`src/rtl/tdc_spi_pkg.sv`:
```
// tdc_spi_pkg: shared constants and types for the TDC SPI responder.
// Register map, reset values, FSM states and width helper.
package tdc_spi_pkg;

  localparam logic [5:0] ADDR_CONFIG1     = 6'h00;
  localparam logic [5:0] ADDR_CONFIG2     = 6'h01;
  localparam logic [5:0] ADDR_INT_STATUS  = 6'h02;
  localparam logic [5:0] ADDR_INT_MASK    = 6'h03;
  localparam logic [5:0] ADDR_COARSE_H    = 6'h04;
  localparam logic [5:0] ADDR_COARSE_L    = 6'h05;
  localparam logic [5:0] ADDR_CLOCK_H     = 6'h06;
  localparam logic [5:0] ADDR_CLOCK_L     = 6'h07;
  localparam logic [5:0] ADDR_STOP_H      = 6'h08;
  localparam logic [5:0] ADDR_STOP_L      = 6'h09;

  localparam logic [5:0] REG24_BASE       = 6'h10;
  localparam logic [5:0] REG24_LAST       = 6'h1B;
  localparam int         NUM_MEAS         = 12;

  localparam logic [7:0] RST_CONFIG1      = 8'h00;
  localparam logic [7:0] RST_CONFIG2      = 8'h40;
  localparam logic [7:0] RST_INT_MASK     = 8'h07;
  localparam logic [7:0] RST_OVF          = 8'hFF;
  localparam logic [7:0] RST_STOP_MASK    = 8'h00;

  typedef enum logic [1:0] {
    ST_IDLE,
    ST_CMD,
    ST_DATA,
    ST_DRAIN
  } spi_state_t;

  function automatic logic [4:0] reg_width(
    input logic [5:0] a
  );
    if (a >= REG24_BASE && a <= REG24_LAST)
      return 5'd24;
    return 5'd8;
  endfunction

endpackage

```
`src/rtl/tdc_spi_responder_sync.sv`:
```
// spi_edge_sync: two-flop synchronizer for one SPI pad,
// followed by a registered rise/fall detect stage.
module spi_edge_sync #(
  parameter logic RST_VAL = 1'b0
) (
  input  logic clock,
  input  logic rst_n,
  input  logic i_pad,
  output logic o_level,
  output logic o_rise,
  output logic o_fall
);

  logic r_meta;
  logic r_sync;
  logic r_prev;
  logic r_rise;
  logic r_fall;

  // Resynchronize the pad and register its edges alongside the level
  always_ff @(posedge clock or negedge rst_n) begin
    if (!rst_n) begin
      r_meta <= RST_VAL;
      r_sync <= RST_VAL;
      r_prev <= RST_VAL;
      r_rise <= 1'b0;
      r_fall <= 1'b0;
    end else begin
      r_meta <= i_pad;
      r_sync <= r_meta;
      r_prev <= r_sync;
      r_rise <= r_sync & ~r_prev;
      r_fall <= ~r_sync & r_prev;
    end
  end

  assign o_level = r_prev;
  assign o_rise  = r_rise;
  assign o_fall  = r_fall;

endmodule

```
`src/rtl/tdc_spi_responder.sv`:
```
// tdc_spi_responder: SPI slave emulating a TDC7200-class register map,
// with parallel result loading and TDC-style interrupt generation.
module tdc_spi_responder
  import tdc_spi_pkg::*;
(
  input  logic        clock,
  input  logic        rst_n,
  input  logic        csb,
  input  logic        sclk,
  input  logic        sdi,
  output logic        sdo,
  output logic        sdo_oe,
  input  logic        meas_load,
  input  logic [3:0]  meas_idx,
  input  logic [23:0] meas_data,
  input  logic        meas_done,
  output logic        meas_start,
  output logic [7:0]  cfg_config1,
  output logic [7:0]  cfg_config2,
  output logic        intb
);

  logic w_csb_lvl;
  logic w_csb_rise;
  logic w_csb_fall;
  logic w_sclk_lvl;
  logic w_sclk_rise;
  logic w_sclk_fall;
  logic w_sdi_lvl;
  logic w_sdi_rise;
  logic w_sdi_fall;
  logic w_unused;

  spi_edge_sync #(.RST_VAL(1'b1)) u_sync_csb (
    .clock   (clock),
    .rst_n   (rst_n),
    .i_pad   (csb),
    .o_level (w_csb_lvl),
    .o_rise  (w_csb_rise),
    .o_fall  (w_csb_fall)
  );

  spi_edge_sync #(.RST_VAL(1'b0)) u_sync_sclk (
    .clock   (clock),
    .rst_n   (rst_n),
    .i_pad   (sclk),
    .o_level (w_sclk_lvl),
    .o_rise  (w_sclk_rise),
    .o_fall  (w_sclk_fall)
  );

  spi_edge_sync #(.RST_VAL(1'b0)) u_sync_sdi (
    .clock   (clock),
    .rst_n   (rst_n),
    .i_pad   (sdi),
    .o_level (w_sdi_lvl),
    .o_rise  (w_sdi_rise),
    .o_fall  (w_sdi_fall)
  );

  assign w_unused = ^{w_csb_rise, w_csb_fall, w_sclk_lvl,
                      w_sdi_rise, w_sdi_fall};

  spi_state_t  r_state;
  spi_state_t  w_state_nxt;
  logic [4:0]  r_bitcnt;
  logic [23:0] r_shift;
  logic [5:0]  r_addr;
  logic        r_autoinc;
  logic        r_rw;
  logic        r_sdo;

  logic [7:0]  r_config1;
  logic [7:0]  r_config2;
  logic        r_int_status;
  logic [7:0]  r_int_mask;
  logic [7:0]  r_coarse_h;
  logic [7:0]  r_coarse_l;
  logic [7:0]  r_clock_h;
  logic [7:0]  r_clock_l;
  logic [7:0]  r_stop_h;
  logic [7:0]  r_stop_l;
  logic [23:0] r_meas [0:NUM_MEAS-1];
  logic        r_meas_start;
  logic        r_intb;

  logic        w_active;
  logic [4:0]  w_width;
  logic        w_cmd_last;
  logic        w_data_last;
  logic        w_wr_en;
  logic [7:0]  w_wr_data;
  logic        w_sdo_bit;
  logic [5:0]  w_rd_addr;
  logic [23:0] w_rd_data;
  logic        w_int_nxt;
  logic [7:0]  w_mask_nxt;

  assign w_active    = ~w_csb_lvl;
  assign w_width     = reg_width(r_addr);
  assign w_cmd_last  = w_active && (r_state == ST_CMD) &&
                       w_sclk_rise && (r_bitcnt == 5'd7);
  assign w_data_last = w_active && (r_state == ST_DATA) &&
                       w_sclk_rise && (r_bitcnt == w_width - 5'd1);
  assign w_wr_en     = w_data_last && r_rw;
  assign w_wr_data   = {r_shift[6:0], w_sdi_lvl};
  assign w_sdo_bit   = (w_width == 5'd24) ? r_shift[23] : r_shift[7];

  // Address whose contents get loaded at the next data-phase start
  always_comb begin
    w_rd_addr = r_addr + 6'd1;
    if (r_state == ST_CMD)
      w_rd_addr = {r_shift[4:0], w_sdi_lvl};
  end

  // Register read mux; unmapped addresses return zero
  always_comb begin
    w_rd_data = '0;
    if (w_rd_addr >= REG24_BASE && w_rd_addr <= REG24_LAST) begin
      w_rd_data = r_meas[w_rd_addr[3:0]];
    end else begin
      case (w_rd_addr)
        ADDR_CONFIG1:    w_rd_data = {16'd0, r_config1};
        ADDR_CONFIG2:    w_rd_data = {16'd0, r_config2};
        ADDR_INT_STATUS: w_rd_data = {23'd0, r_int_status};
        ADDR_INT_MASK:   w_rd_data = {16'd0, r_int_mask};
        ADDR_COARSE_H:   w_rd_data = {16'd0, r_coarse_h};
        ADDR_COARSE_L:   w_rd_data = {16'd0, r_coarse_l};
        ADDR_CLOCK_H:    w_rd_data = {16'd0, r_clock_h};
        ADDR_CLOCK_L:    w_rd_data = {16'd0, r_clock_l};
        ADDR_STOP_H:     w_rd_data = {16'd0, r_stop_h};
        ADDR_STOP_L:     w_rd_data = {16'd0, r_stop_l};
        default:         w_rd_data = '0;
      endcase
    end
  end

  // Frame sequencing; deasserted chip select always returns to idle
  always_comb begin
    w_state_nxt = r_state;
    if (!w_active) begin
      w_state_nxt = ST_IDLE;
    end else begin
      unique case (r_state)
        ST_IDLE:  w_state_nxt = ST_CMD;
        ST_CMD:   if (w_cmd_last) w_state_nxt = ST_DATA;
        ST_DATA:  if (w_data_last && !r_autoinc) w_state_nxt = ST_DRAIN;
        ST_DRAIN: w_state_nxt = ST_DRAIN;
      endcase
    end
  end

  // FSM state register
  always_ff @(posedge clock or negedge rst_n) begin
    if (!rst_n) r_state <= ST_IDLE;
    else        r_state <= w_state_nxt;
  end

  // Shift register, bit counter, command latch and serial output
  always_ff @(posedge clock or negedge rst_n) begin
    if (!rst_n) begin
      r_bitcnt  <= '0;
      r_shift   <= '0;
      r_addr    <= '0;
      r_autoinc <= 1'b0;
      r_rw      <= 1'b0;
      r_sdo     <= 1'b0;
    end else begin
      if (!w_active || r_state == ST_IDLE) begin
        r_bitcnt <= '0;
      end else if (w_cmd_last) begin
        r_autoinc <= r_shift[6];
        r_rw      <= r_shift[5];
        r_addr    <= w_rd_addr;
        r_shift   <= w_rd_data;
        r_bitcnt  <= '0;
      end else if (w_data_last) begin
        r_bitcnt <= '0;
        if (r_autoinc) begin
          r_addr  <= w_rd_addr;
          r_shift <= w_rd_data;
        end
      end else if (w_sclk_rise &&
                   (r_state == ST_CMD || r_state == ST_DATA)) begin
        r_shift  <= {r_shift[22:0], w_sdi_lvl};
        r_bitcnt <= r_bitcnt + 5'd1;
      end
      if (w_active && r_state == ST_DATA) begin
        if (w_sclk_fall) r_sdo <= w_sdo_bit;
      end else begin
        r_sdo <= 1'b0;
      end
    end
  end

  // Interrupt status and mask next values; a completion beats a clear
  always_comb begin
    w_int_nxt  = r_int_status;
    w_mask_nxt = r_int_mask;
    if (w_wr_en && r_addr == ADDR_INT_STATUS && w_wr_data[0])
      w_int_nxt = 1'b0;
    if (meas_done)
      w_int_nxt = 1'b1;
    if (w_wr_en && r_addr == ADDR_INT_MASK)
      w_mask_nxt = w_wr_data;
  end

  // Configuration registers, start pulse and interrupt output
  always_ff @(posedge clock or negedge rst_n) begin
    if (!rst_n) begin
      r_config1    <= RST_CONFIG1;
      r_config2    <= RST_CONFIG2;
      r_int_status <= 1'b0;
      r_int_mask   <= RST_INT_MASK;
      r_coarse_h   <= RST_OVF;
      r_coarse_l   <= RST_OVF;
      r_clock_h    <= RST_OVF;
      r_clock_l    <= RST_OVF;
      r_stop_h     <= RST_STOP_MASK;
      r_stop_l     <= RST_STOP_MASK;
      r_meas_start <= 1'b0;
      r_intb       <= 1'b1;
    end else begin
      r_meas_start <= w_wr_en && (r_addr == ADDR_CONFIG1) &&
                      w_wr_data[0];
      if (w_wr_en) begin
        case (r_addr)
          ADDR_CONFIG1:  r_config1  <= w_wr_data;
          ADDR_CONFIG2:  r_config2  <= w_wr_data;
          ADDR_COARSE_H: r_coarse_h <= w_wr_data;
          ADDR_COARSE_L: r_coarse_l <= w_wr_data;
          ADDR_CLOCK_H:  r_clock_h  <= w_wr_data;
          ADDR_CLOCK_L:  r_clock_l  <= w_wr_data;
          ADDR_STOP_H:   r_stop_h   <= w_wr_data;
          ADDR_STOP_L:   r_stop_l   <= w_wr_data;
          default:       ;
        endcase
      end
      if (meas_done) r_config1[0] <= 1'b0;
      r_int_status <= w_int_nxt;
      r_int_mask   <= w_mask_nxt;
      r_intb       <= ~(w_int_nxt & w_mask_nxt[0]);
    end
  end

  // Measurement result registers, loaded from the parallel port
  always_ff @(posedge clock or negedge rst_n) begin
    if (!rst_n) begin
      for (int i = 0; i < NUM_MEAS; i++) r_meas[i] <= '0;
    end else if (meas_load && meas_idx < 4'd12) begin
      r_meas[meas_idx] <= meas_data;
    end
  end

  assign sdo         = r_sdo;
  assign sdo_oe      = w_active;
  assign meas_start  = r_meas_start;
  assign cfg_config1 = r_config1;
  assign cfg_config2 = r_config2;
  assign intb        = r_intb;

endmodule

```
`config.mk`:
```
export PLATFORM = sky130hd
export DESIGN_NAME = tdc_spi_responder
export DESIGN_NICKNAME = d
export VERILOG_FILES = /design/src/rtl/tdc_spi_pkg.sv /design/src/rtl/tdc_spi_responder_sync.sv /design/src/rtl/tdc_spi_responder.sv
export SDC_FILE = /design/constraint.sdc
export NUM_CORES = 1
export LEC_CHECK = 0
export BUFFER_PORTS_ARGS = -buffer_cell sky130_fd_sc_hd__buf_4
export CAP_MARGIN = 25
export CORE_AREA = 2 2 224 226
export DETAILED_ROUTE_END_ITERATION = 8
export DIE_AREA = 0 0 226 228
export PLACE_DENSITY = 0.67
export SKIP_CTS_REPAIR_TIMING = 1
export SYNTH_ARGS = -nofsm -noshare
export SYNTH_HDL_FRONTEND = slang
export SYNTH_SLANG_ARGS = --single-unit
export TNS_END_PERCENT = 30
```
`constraint.sdc`:
```
create_clock -name clock -period 3.3 [get_ports clock]
set_input_delay 0.825 -clock clock [delete_from_list [all_inputs] [get_ports clock]]
set_output_delay 0.825 -clock clock [all_outputs]
set_load 0.005 [all_outputs]
```
After elaboration in Yosys (flattened, before gate mapping)
Cells that the tools add are included.
{ "classes": {"n_addsub": 3, "magnitude_cmp": 8, "eq_ne": 28, "mux": 36, "n_bitwise": 10, "n_reduce_logical": 43} }
{ "ops": {"columns": ["operator", "count"], "rows": [
  ["288-bit bitwise mux", 1],
  ["24-bit 2-to-1 mux", 8],
  ["24-bit binary-select mux with 4-bit select", 1],
  ["24-bit demux with 4-bit select", 1],
  ["8-bit case mux with 10 select lines", 1],
  ["6-bit by 3-bit equality test with 1-bit output (second input constant)", 8],
  ["5-bit 2-to-1 mux", 6],
  ["6-bit by 2-bit equality test with 1-bit output (second input constant)", 4],
  ["6-bit by 4-bit equality test with 1-bit output (second input constant)", 4],
  ["6-bit 2-to-1 mux", 4],
  ["2-bit AND reduction", 11],
  ["1-bit logical AND", 18],
  ["6-bit by 1-bit equality test with 1-bit output (second input constant)", 2],
  ["6-bit by 5-bit greater-or-equal comparator with 1-bit output (second input constant)", 2],
  ["6-bit by 5-bit less-or-equal comparator with 1-bit output (second input constant)", 2],
  ["6-bit logical NOT", 2],
  ["5-bit greater-or-equal comparator (second input constant)", 2],
  ["1-bit 2-to-1 mux", 10],
  ["4-bit inverter with 5-bit output", 2],
  ["2-bit case mux with 4 select lines", 1],
  ["2-bit nonzero test", 4],
  ["6-bit by 1-bit adder with 6-bit output (second input constant)", 1],
  ["2-bit 2-to-1 mux", 3],
  ["3-bit AND reduction", 2],
  ["other kinds (20)", 28]
]} }
{ "totals": {"ff_bits": 414, "out_inout_bits": 20, "word_cells": 172} }

Depth between registers and ports, before layout
{ "depth": {"ltp_word": 14, "depth_mapped": 13, "ltp_nobuf": 9} }

Modules after synthesis
Synthesis repeated with hierarchy kept, for this count alone.
{ "unflattened": {"hier_cells": 1411, "hier_area_um2": 19363.6} }
{ "by_module_without_submodules": {"columns": ["module", "instances", "cells_per_inst", "area_per_inst_um2", "seq_area_each_um2"], "rows": [
  ["tdc_spi_responder", 1, 1390, 18939.4, 10131.0],
  ["spi_edge_sync at u_sync_sclk ...", 2, 7, 140.1, 125.1],
  ["spi_edge_sync at u_sync_csb", 1, 7, 143.9, 128.9]
]} }

Worst setup path before layout
OpenSTA, ideal clock, no wires.
{ "synth_timing": {"kind": "reg-to-reg", "startpoint": "register r_state[0]", "endpoint": "register r_shift[20]", "arrival_time_ps": 2478, "slack_ps": 695, "stages_incl_launch_ff": 10, "path_buffers": 2, "period_less_slack_ps": 2605, "path_cell_list": "dfrtp_1 -> ha_1 -> and2_0 -> clkbuf_1 -> nor2_2 -> buf_2 -> mux4_2 -> a32o_1 -> a221oi_1 -> nor2_1"} }
{ "synth_between": {"elab_chain_cells": 10} }
{ "synth_rtl": {"columns": ["item", "line_no", "source"], "rows": [
  ["start: declaration", "tdc_spi_responder.sv:64", "spi_state_t r_state;"],
  ["start signal: assignment", "tdc_spi_responder.sv:156", "else r_state <= w_state_nxt;"],
  ["2-bit by 1-bit equality test with 1-bit output", "tdc_spi_responder.sv:101, tdc_spi_responder.sv:112, tdc_spi_responder.sv:184", null],
  ["6-bit 2-to-1 mux", "tdc_spi_responder.sv:112", "if (r_state == ST_CMD)"],
  ["4-bit inverter with 5-bit output (implied by the code)", "tdc_spi_responder.sv:120", "w_rd_data = r_meas[w_rd_addr[3:0]];"],
  ["24-bit binary-select mux with 4-bit select", "tdc_spi_responder.sv:120", null],
  ["24-bit 2-to-1 mux (implied by the code) (2 in series)", "tdc_spi_responder.sv:120", null],
  ["24-bit 2-to-1 mux", "tdc_spi_responder.sv:119", "if (w_rd_addr >= REG24_BASE && w_rd_addr <= REG24_LAST) begin"],
  ["24-bit 2-to-1 mux", "tdc_spi_responder.sv:179", "if (r_autoinc) begin"],
  ["24-bit 2-to-1 mux", "tdc_spi_responder.sv:177", "end else if (w_data_last) begin"],
  ["24-bit 2-to-1 mux", "tdc_spi_responder.sv:171", "end else if (w_cmd_last) begin"],
  ["end signal: assignment", "tdc_spi_responder.sv:175", "r_shift <= w_rd_data;"],
  ["end signal: assignment", "tdc_spi_responder.sv:181", "r_shift <= w_rd_data;"],
  ["end signal: assignment", "tdc_spi_responder.sv:185", "r_shift <= {r_shift[22:0], w_sdi_lvl};"],
  ["end: declaration", "tdc_spi_responder.sv:67", "logic [23:0] r_shift;"]
]} }
Parallel ways exist; a longest one is shown, timed or not. The select of a mux whose other input is x is not followed.
A chain may end at the register's enable or synchronous reset.

Worst setup path in the final report
{ "layout_timing": {"startpoint": "register r_state[1]", "endpoint": "register r_shift[5]"} }
Same word-level chain as after synthesis.

==> flow_summary_export.csv <==
group,metric,value,unit
status,status,"finished clean",
place,dpl_cell_area,0.02080,sq mm
die,die-width,226,um
synth,synth_area,0.01944,sq mm
sta,max_clock_freq,323.1,MHz
cts,cts_buffer_depth,3,
layout,fillers,4415,
run,maxCapViolations,0,
sta,hold_violations,0,
place,dp.final_hpwl,31540,um
synth,yosysWarnings,0,
synth,yosysSeqAreaShare,0.5354,
global_route,grt_max_degree,97,
synth,synthFlopType,"dfrtp_1",
sta,fin_skew,0.02087,ns
cts,cts_tree,"done",
layout,final_area,0.02236,sq mm
place,globalplace.congestion,0.9033,
place,pre_cts_ws,0.09727,ns
synth,synth_fp_nets,1535,
cts,cts_buffers,44,
die,num_rows,82,
pwr,power,17.15,mW
worst_setup_path,crit_fanout,15,
cts,clock-sinks,414,
pwr,ir_worst_vdd,443.8,uV
layout,area_growth,14.98,%
die,dieArea,0.05153,sq mm
worst_setup_path,worstSetupEndpointType,"flip-flop",
pwr,p_leak,9.478,nW
worst_setup_path,worstSetupStartpointType,"flip-flop",
layout,final_util,0.4530,
cts,h-tree-depth,2,
global_route,grt-ovfl-total,0,
synth,yosysUniqueCellTypes,72,
detailed_routing,drtIter0Drc,988,
place,port-buffer-count,54,
global_route,track_usage,0.2006,
sta,worst_slew_pin_slew,0.8734,ns
sta,finalCritPeriodShare,0.9380,
die,io_pins,55,
detailed_routing,dr_total_vias,12880,
cts,clkLatencyLatePin,0.57,ns
sta,rsz0062_at_grt,"yes",
synth,synth_seq_cells,414,
sta,slew_viol_final,0,
worst_hold_path,hold_path_class,"in2async",
detailed_routing,routedWlPerCell,22.86,um
sta,final.setup.tns,0,ns
detailed_routing,avgViaCountPerCell,5.743,
synth,syn_avg_cell_area,13.04,sq um
synth,syn_inst,1491,
worst_setup_path,cp.required,3.72,ns
synth,synth-edff-count,0,
sta,whs,0.1908,ns
pwr,power_density,767.2,mW/mm^2
die,design.core.area,0.04935,sq mm
sta,finalWorstSetupSlack,0.2046,ns
layout,num_antenna_cells,0,
global_route,grt_pass1_vias,13320,
sta,relSlewSlack,0.4146,
cts,clockRootBuffer,"clkbuf_16",
layout,drive_above_1_share,0.4210,
global_route,grt_pass1_wl,80450,um
sta,setup_viol,0,
worst_setup_path,critPathArrivalTime,3.52,ns
layout,final_cells,2242,
layout,register_area,0.01041,sq mm
detailed_routing,drt_pass1_iterations,5,
worst_setup_path,worst-setup-path-type,"reg2reg",
synth,async_flop_share,1.000,
global_route,antenna_found_initial,0,
detailed_routing,drc_errors,0,
cts,clkTransAtPathRegs,0.06,ns
sta,finalCriticalPeriod,3.095,ns
place,placed_cells,2162,
detailed_routing,drt_wl_total,51260,um
layout,fin_nets,1580,
detailed_routing,ant_nets,0,
die,die_y,228,um
die,initial_utilization,0.3940,
layout,multiInputGateArea,0.008548,sq mm
[cell usage after synthesis, drive strengths merged (4+ instances only)]
library cell / number / share of area
inv: 9 / 0.0017
a22o: 7 / 0.0032
nand3: 32 / 0.0088
a21oi: 26 / 0.0075
a211oi: 4 / 0.0015
ha: 9 / 0.0058
xor2: 5 / 0.0023
dfstp: 40 / 0.054
o21ai: 13 / 0.0033
mux2i: 51 / 0.026
a31oi: 10 / 0.0032
nand2b: 21 / 0.0068
nor3: 6 / 0.0018
nor2: 68 / 0.014
a22oi: 6 / 0.0023
a2111oi: 5 / 0.0023
nand4: 4 / 0.0013
mux2: 364 / 0.21
buf: 36 / 0.010
dfrtp: 374 / 0.48
nand2: 130 / 0.025
a32oi: 46 / 0.021
a221oi: 20 / 0.012
a32o: 17 / 0.0088
mux4: 34 / 0.039
and3: 9 / 0.0029
clkbuf: 82 / 0.016
a311oi: 6 / 0.0027
xnor2: 5 / 0.0023
nor2b: 7 / 0.0023
and2: 5 / 0.0016
[flip-flops by register name (all words and copies together) (netlist names), 2 cells and up]
| signal | count |
|---|---|
| cfg_config1 | 8 |
| cfg_config2 | 8 |
| r_addr | 6 |
| r_bitcnt | 5 |
| r_clock_h | 8 |
| r_clock_l | 8 |
| r_coarse_h | 8 |
| r_coarse_l | 8 |
| r_int_mask | 8 |
| r_meas | 288 |
| r_shift | 24 |
| r_state | 2 |
| r_stop_h | 8 |
| r_stop_l | 8 |
[path summary, 6_finish.rpt]
| path | slack, ns | start | endpoint | cells past startpoint |
|---|---|---|---|---|
| worst min-delay path | 0.19 | rst_n | u_sync_sclk.r_sync$_DFF_PN0_ | 1 |
| worst min register to register | 0.35 | u_sync_sclk.r_meta$_DFF_PN0_ | u_sync_sclk.r_sync$_DFF_PN0_ | 0 |
| max in group asynchronous | 2.14 | rst_n | r_meas[42]$_DFFE_PN0P_ | 3 |
| worst max-delay path | 0.20 | r_state[1]$_DFFE_PN0P_ | r_shift[5]$_DFFE_PN0P_ | 10 |
| worst max register to register | 0.20 | r_state[1]$_DFFE_PN0P_ | r_shift[5]$_DFFE_PN0P_ | 10 |
| min in group clock | 0.35 | u_sync_sclk.r_meta$_DFF_PN0_ | u_sync_sclk.r_sync$_DFF_PN0_ | 0 |
[power breakdown]
part | switching, mW | internal [mW] | leakage, nW
registers | 0.636 | 6.05 | 5.07
clock network | 2.08 | 3.11 | 0.755
logic | 2.90 | 2.39 | 3.65
total | 5.61 | 11.5 | 9.48
[critical path: stages (launching register included)]
cell and delay [ns]:
dfrtp_1 0.39, inv_1 0.10, ha_1 0.30, buf_4 0.25
mux2_4 0.45, nor3_2 0.70, buf_4 0.26, nand3_1 0.08
nand3_1 0.17, o22a_1 0.17, a21oi_1 0.08
[layer usage]
| layer | part of all wire | global-route usage |
|---|---|---|
| met5 | 0 | 0 |
| met4 | 0.022 | 0.05319 |
| met3 | 0.046 | 0.03027 |
| met2 | 0.50 | 0.3410 |
| met1 | 0.43 | 0.2671 |
[kinds of logic (layout without fill, tap and decap cells)]
kind of cell               Yosys count  count (layout)  share of synthesized area
AOI/OAI and AO/OA                  184             184                    0.07870
xor gates and xnor gates            10              10                   0.004505
and+or+nand+nor                    298             298                    0.07118
muxes                              449             449                     0.2765
buffers and inverters              127             206                    0.02793
adders and majority gates            9               9                   0.005792
DFF                                414             414                     0.5354
[final cells by class]
type                    count  share of cell area
clock buffers              70             0.06179
clock inverters            10            0.006604
inverters                   9            0.001511
multi-input cells         950              0.3824
flip-flops and latches    414              0.4657
well taps                 672             0.03761
repair buffers            117             0.04444
[cells in the final DEF, fill, tap and decap left out, types with 4 or more instances in the layout]
cell       netlist  layout
a221oi_1        10       9
clkbuf_16        0      46
buf_4            7     108
inv_1            9       9
nand4_1          4       4
clkbuf_1        81      10
mux4_2          34      34
a211oi_1         4       4
o21ai_0         11       9
a31oi_1         10      10
xnor2_1          5       5
and2_1           4       4
nor3_1           5       4
nor2_1          63      57
a32o_1          17      17
nand3_1         30      30
ha_1             9       9
a221oi_2        10      11
nor2b_1          7       7
nand2b_1        21      21
clkbuf_8         0      14
nor2_2           5      10
dfstp_2         40      40
nand2_1        130     130
a2111oi_0        4       4
xor2_1           5       5
mux2_2         364     363
a22o_1           7       7
a311oi_1         6       6
a22oi_1          6       6
and3_1           9       9
buf_12           0       7
dfrtp_1        374     374
a21oi_1         24      24
clkinv_2         0       5
mux2i_1         51      50
a32oi_1         46      46
Note: power is estimated with default switching activity, not from simulation.
